===== config.mk =====
export PLATFORM = sky130hd
export DESIGN_NAME = ex_mem_buffer
export DESIGN_NICKNAME = d
export VERILOG_FILES = /design/src/rtl/ex_mem_buffer.sv
export SDC_FILE = /design/constraint.sdc
export NUM_CORES = 1
export LEC_CHECK = 0
export BUFFER_PORTS_ARGS = -buffer_cell sky130_fd_sc_hd__buf_2
export CAP_MARGIN = 20
export CORE_UTILIZATION = 30
export CTS_BUF_LIST = sky130_fd_sc_hd__clkbuf_4
export DETAILED_ROUTE_END_ITERATION = 8
export GPL_ROUTABILITY_DRIVEN = 0
export GPL_TIMING_DRIVEN = 0
export PLACE_DENSITY_LB_ADDON = 0.25
export SLEW_MARGIN = 20
export SYNTH_ARGS = -nofsm -noshare
export SYNTH_HDL_FRONTEND = slang
export SYNTH_SLANG_ARGS = --single-unit

===== constraint.sdc =====
create_clock -name i_clk -period 5.9 [get_ports i_clk]
set_input_delay 1.475 -clock i_clk [delete_from_list [all_inputs] [get_ports i_clk]]
set_output_delay 1.475 -clock i_clk [all_outputs]
set_load 0.05 [all_outputs]

===== src/rtl/ex_mem_buffer.sv =====
// Execute->memory two-entry skid buffer with registered valid/ready on both sides.
// Optional EXMEM_FWD_EN macro adds result-forwarding outputs taken from the held entries.
module ex_mem_buffer #(
   parameter int XLEN = 32,
   parameter int RD_W = 5
) (
   input  logic            i_clk,
   input  logic            i_rstn,
   input  logic            i_flush,
   input  logic            i_valid,
   output logic            o_ready,
   input  logic [XLEN-1:0] i_rc,
   input  logic            i_z,
   input  logic [RD_W-1:0] i_rd,
   input  logic            i_wb_en,
   input  logic            i_mem_rd,
   input  logic            i_mem_wr,
   input  logic [XLEN-1:0] i_store_data,
   output logic            o_valid,
   input  logic            i_ready,
   output logic [XLEN-1:0] o_rc,
   output logic            o_z,
   output logic [RD_W-1:0] o_rd,
   output logic            o_wb_en,
   output logic            o_mem_rd,
   output logic            o_mem_wr,
`ifdef EXMEM_FWD_EN
   output logic            o_fwd_valid,
   output logic [RD_W-1:0] o_fwd_rd,
   output logic [XLEN-1:0] o_fwd_data,
   output logic            o_fwd_stall,
`endif
   output logic [XLEN-1:0] o_store_data
);

   typedef struct packed {
      logic [XLEN-1:0] rc;
      logic            z;
      logic [RD_W-1:0] rd;
      logic            wb_en;
      logic            mem_rd;
      logic            mem_wr;
      logic [XLEN-1:0] sd;
   } entry_t;

   entry_t in_e;
   entry_t out_q, out_d;
   entry_t skid_q, skid_d;
   logic   out_vld_q, out_vld_d;
   logic   skid_vld_q, skid_vld_d;
   logic   rdy_q, rdy_d;
   logic   accept, drain;

   assign in_e   = '{rc: i_rc, z: i_z, rd: i_rd, wb_en: i_wb_en,
                     mem_rd: i_mem_rd, mem_wr: i_mem_wr, sd: i_store_data};
   assign accept = i_valid & rdy_q;
   assign drain  = out_vld_q & i_ready;

   // SKID only fills while OUT is stalled, so a valid SKID always means OUT is valid too.
   always_comb begin
      out_vld_d  = out_vld_q;
      skid_vld_d = skid_vld_q;
      out_d      = out_q;
      skid_d     = skid_q;
      if (i_flush) begin
         out_vld_d  = 1'b0;
         skid_vld_d = 1'b0;
      end else if (!out_vld_q || drain) begin
         if (skid_vld_q) begin
            out_d      = skid_q;
            out_vld_d  = 1'b1;
            skid_vld_d = 1'b0;
         end else if (accept) begin
            out_d     = in_e;
            out_vld_d = 1'b1;
         end else begin
            out_vld_d = 1'b0;
         end
      end else if (accept) begin
         skid_d     = in_e;
         skid_vld_d = 1'b1;
      end
      rdy_d = ~skid_vld_d;
   end

   always_ff @(posedge i_clk or negedge i_rstn) begin
      if (!i_rstn) begin
         out_vld_q  <= 1'b0;
         skid_vld_q <= 1'b0;
         rdy_q      <= 1'b1;
         out_q      <= '0;
      end else begin
         out_vld_q  <= out_vld_d;
         skid_vld_q <= skid_vld_d;
         rdy_q      <= rdy_d;
         out_q      <= out_d;
      end
   end

   // SKID data is never observed unless its valid bit is set, so it carries no reset.
   always_ff @(posedge i_clk) begin
      skid_q <= skid_d;
   end

   assign o_ready      = rdy_q;
   assign o_valid      = out_vld_q;
   assign o_rc         = out_q.rc;
   assign o_z          = out_q.z;
   assign o_rd         = out_q.rd;
   assign o_wb_en      = out_q.wb_en;
   assign o_mem_rd     = out_q.mem_rd;
   assign o_mem_wr     = out_q.mem_wr;
   assign o_store_data = out_q.sd;

`ifdef EXMEM_FWD_EN
   logic skid_wr, out_wr, skid_ld, out_ld;

   assign skid_wr = skid_vld_q & skid_q.wb_en & (skid_q.rd != '0);
   assign out_wr  = out_vld_q & out_q.wb_en & (out_q.rd != '0);
   assign skid_ld = skid_wr & skid_q.mem_rd;
   assign out_ld  = out_wr & out_q.mem_rd;

   // A load younger than the ALU source with the same rd makes that source stale.
   always_comb begin
      o_fwd_valid = 1'b0;
      o_fwd_rd    = '0;
      o_fwd_data  = '0;
      o_fwd_stall = 1'b0;
      if (skid_wr && !skid_q.mem_rd) begin
         o_fwd_valid = 1'b1;
         o_fwd_rd    = skid_q.rd;
         o_fwd_data  = skid_q.rc;
      end else if (out_wr && !out_q.mem_rd) begin
         if (skid_ld && (skid_q.rd == out_q.rd)) begin
            o_fwd_stall = 1'b1;
         end else begin
            o_fwd_valid = 1'b1;
            o_fwd_rd    = out_q.rd;
            o_fwd_data  = out_q.rc;
         end
      end else begin
         o_fwd_stall = skid_ld | out_ld;
      end
   end
`endif

endmodule


==> metrics.md <==
| Metric | Value |
|---|---|
| Outcome | finished clean |
| Buffer levels on the longest clock path | 2 |
| Max stage delay cell, worst path | dfstp_2 |
| Die width | around 140 um |
| Tot Pwr | 2.64 mW |
| Setup TNS | 0 ns |
| Sequential share of the synthesized area | 69.1% |
| Port bufs | 152 |
| Post-CTS sizing | 0 |
| Drt total wl | 12.2 mm |
| Largest net degree at the start of global routing | 41 |
| Drt initial violations | 113 |
| HP Class | reg2reg |
| Vias in the first global route | 3,591 |
| Clock root buffer | clkbuf_4 |
| Fmax achieved | 355 MHz |
| Switching portion of total power | 35.3% |
| CTS tree | done |
| FILL cells | 1,872 |
| Via count | 3,352 |
| Layout Cells excl Fill | 773 |
| HPWL Detailed | between 8 and 9 mm |
| Post-synth net total | roughly 400 |
| Slew Limit Headroom | 45.3% |
| Post-CTS Setup Inserts | 0 |
| Clock power frac | approximately a quarter |
| Final core occ | a little under two fifths |
| Wire per inst | 15.8 um |
| CTS Hold Bufs | 0 |
| Critical-path maximum fanout | 3 |
| Clk pin slew, worst setup/hold paths | 0.13 ns |
| Data arrival, critical path | 1.34 ns |
| Post-placement setup slack | 2.76 ns |
| Setup Skew | 0.0163 ns |
| Worst Setup Slack, final | 3.08 ns |
| DRT Pass-1 Iters | 4 |
| Hold Worst Slack | 0.495 ns |
| Post-synth cell types | 15 |
| WP data required | 4.43 ns |
| Post-Syn Area per Cell | about 19 sq um |
| Antenna diodes | 0 |
| Mapped Area | 5930 sq um |
| Core box area | slightly below 20,000 sq um |
| Startpoint types | flip-flop |
| Max_cap viols | 0 |
| Grt ovf | 0 |
| Max VDD drop | approximately 0.00014 V |
| Combinational Power Share | 27.2% |
| Internal power | 1.71 mW |
| Site Rows | 51 |
| Post-synthesis sequential element count | 149 |
| YS warnings | 0 |
| Placed insts | 741 |
| P_sw | 930 uW |
| Design area | 7420 sq um |
| Hold Vio Cnt, Final | 0 |
| Crit path kind | reg2out |
| Sequential share of power | 47.5% |
| Layout cell share with drive strength beyond 1 | 68.5% |
| Die area | 20,300 sq um |
| Final setup fails | 0 |
| First-pass GRT wire length | 19.4 mm |
| CP delay by family, top | flip-flops |
| Worst-skew pair later-pin latency | 0.52 ns |
| RSZ-0062 raised after global routing | false |
| Fin crit period | 2.82 ns |
| Placed Area | ~7100 sq um |
| CTS Sinks | about 150 |
| Worst path bufs/invs | 1 |
| Post-Syn Instances | between 300 and 400 |
| Worst Tran Pin Value | 0.818 ns |
| I/O pins | ~150 |
| H-tree levels | 4 |
| Tcrit/Tclk final | 47.7% |
| Vias per cell | 4.34 |
| Max Slew Vio Count | 0 |
| Pwr dens | 355 nW/um^2 |
| DRC | 0 |
| Endpoint type of the worst setup path | output port |
| GR Util All Layers | between 10 and 15% |
| Post-DRT Antenna Nets | 0 |
| Leak | between 2 and 3 nW |
| Nets | around 570 |
| CTS Buf Count | 17 |
| Crit path largest cell delay | 0.57 ns |
| Chip Height | 143 um |
| Initial Util | 30.6% |
| CP cell instances | buf_2 |
| Initial antenna violation count | 0 |
| Layout area overhead | 25.1% |
routing by layer:
layer	global-route usage, %	share of wire [%]	vias to the layer above
met1	15.8	45	1690
met4	3.90	0.86	0
met3	4.91	6.4	5
li1	-	-	1556
met5	0	0	-
met2	20.4	48	101
cells in the final DEF (no fill, tap or decap), types with 3 or more instances in the layout:
cell	count
buf_2	159
bufinv_16	3
mux2_1	3
clkinvlp_4	3
dfrtp_1	75
edfxtp_1	73
buf_6	7
mux2_2	143
clkbuf_4	18
clkinv_1	4
Yosys cell counts (all sizes together):
| master | instances | area (sq um) |
|---|---|---|
| mux2 | 146 | 1640 |
| dfrtp | 75 | 1880 |
| edfxtp | 73 | 2190 |
| buf | 15 | 119 |
| nand2 | 2 | 7.51 |
| nor2 | 2 | 7.51 |
| a21oi | 1 | 8.76 |
| dfstp | 1 | 26.3 |
| nand2b | 1 | 6.26 |
| nor2b | 1 | 13.8 |
| nor3 | 1 | 16.3 |
| or2 | 1 | 6.26 |
| or3 | 1 | 6.26 |
final timing paths:
kind                                        from               end  slack (ns)  depth (start not counted)
worst max register to register           o_ready          o_rc[23]        3.90                          4
worst max-delay path                     o_ready           o_ready        3.08                          1
max in group asynchronous                 i_rstn          o_rc[22]        4.37                          2
worst min-delay path            o_store_data[20]  o_store_data[20]        0.49                          1
worst min register to register  o_store_data[20]  o_store_data[20]        0.49                          1
min in group asynchronous                 i_rstn  o_store_data[29]        0.92                          1
sequential cells by signal (all words and copies together), names as in the netlist, 5 cells and up:
name	cells
skid_q	73
o_store_data	32
o_rc	32
o_rd	5
area by class of cell:
class | instances | area (sq um) | area share (%)
buffer | 15 | 119 | 1.60
clock buffer | 18 | 135 | 1.82
clock inverter | 14 | 159 | 2.14
multi-input combinational | 156 | 1720 | 23.2
sequential | 149 | 4100 | 55.2
tap | 265 | 332 | 4.47
timing repair buffer | 156 | 858 | 11.6
kinds of logic after synthesis:
family / after synthesis / share of synthesized area, %
buffers and inverters: 15 / 2.00
muxes: 146 / 27.7
AOI/OAI and AO/OA: 1 / 0.148
DFF: 149 / 69.1
and+or+nand+nor: 9 / 1.08
power by group through the flow:
stage / Clock, mW / Combinational (mW) / Sequential, mW
after global routing: 0.736 / 0.751 / 1.27
final: 0.667 / 0.717 / 1.25
after floorplan: 0 / 0.154 / 1.65
after detailed placement: 0 / 0.724 / 1.28
after global placement: 0 / 0.711 / 1.27
after CTS: 0.700 / 0.725 / 1.26
Note: power is estimated with default switching activity, not from simulation.
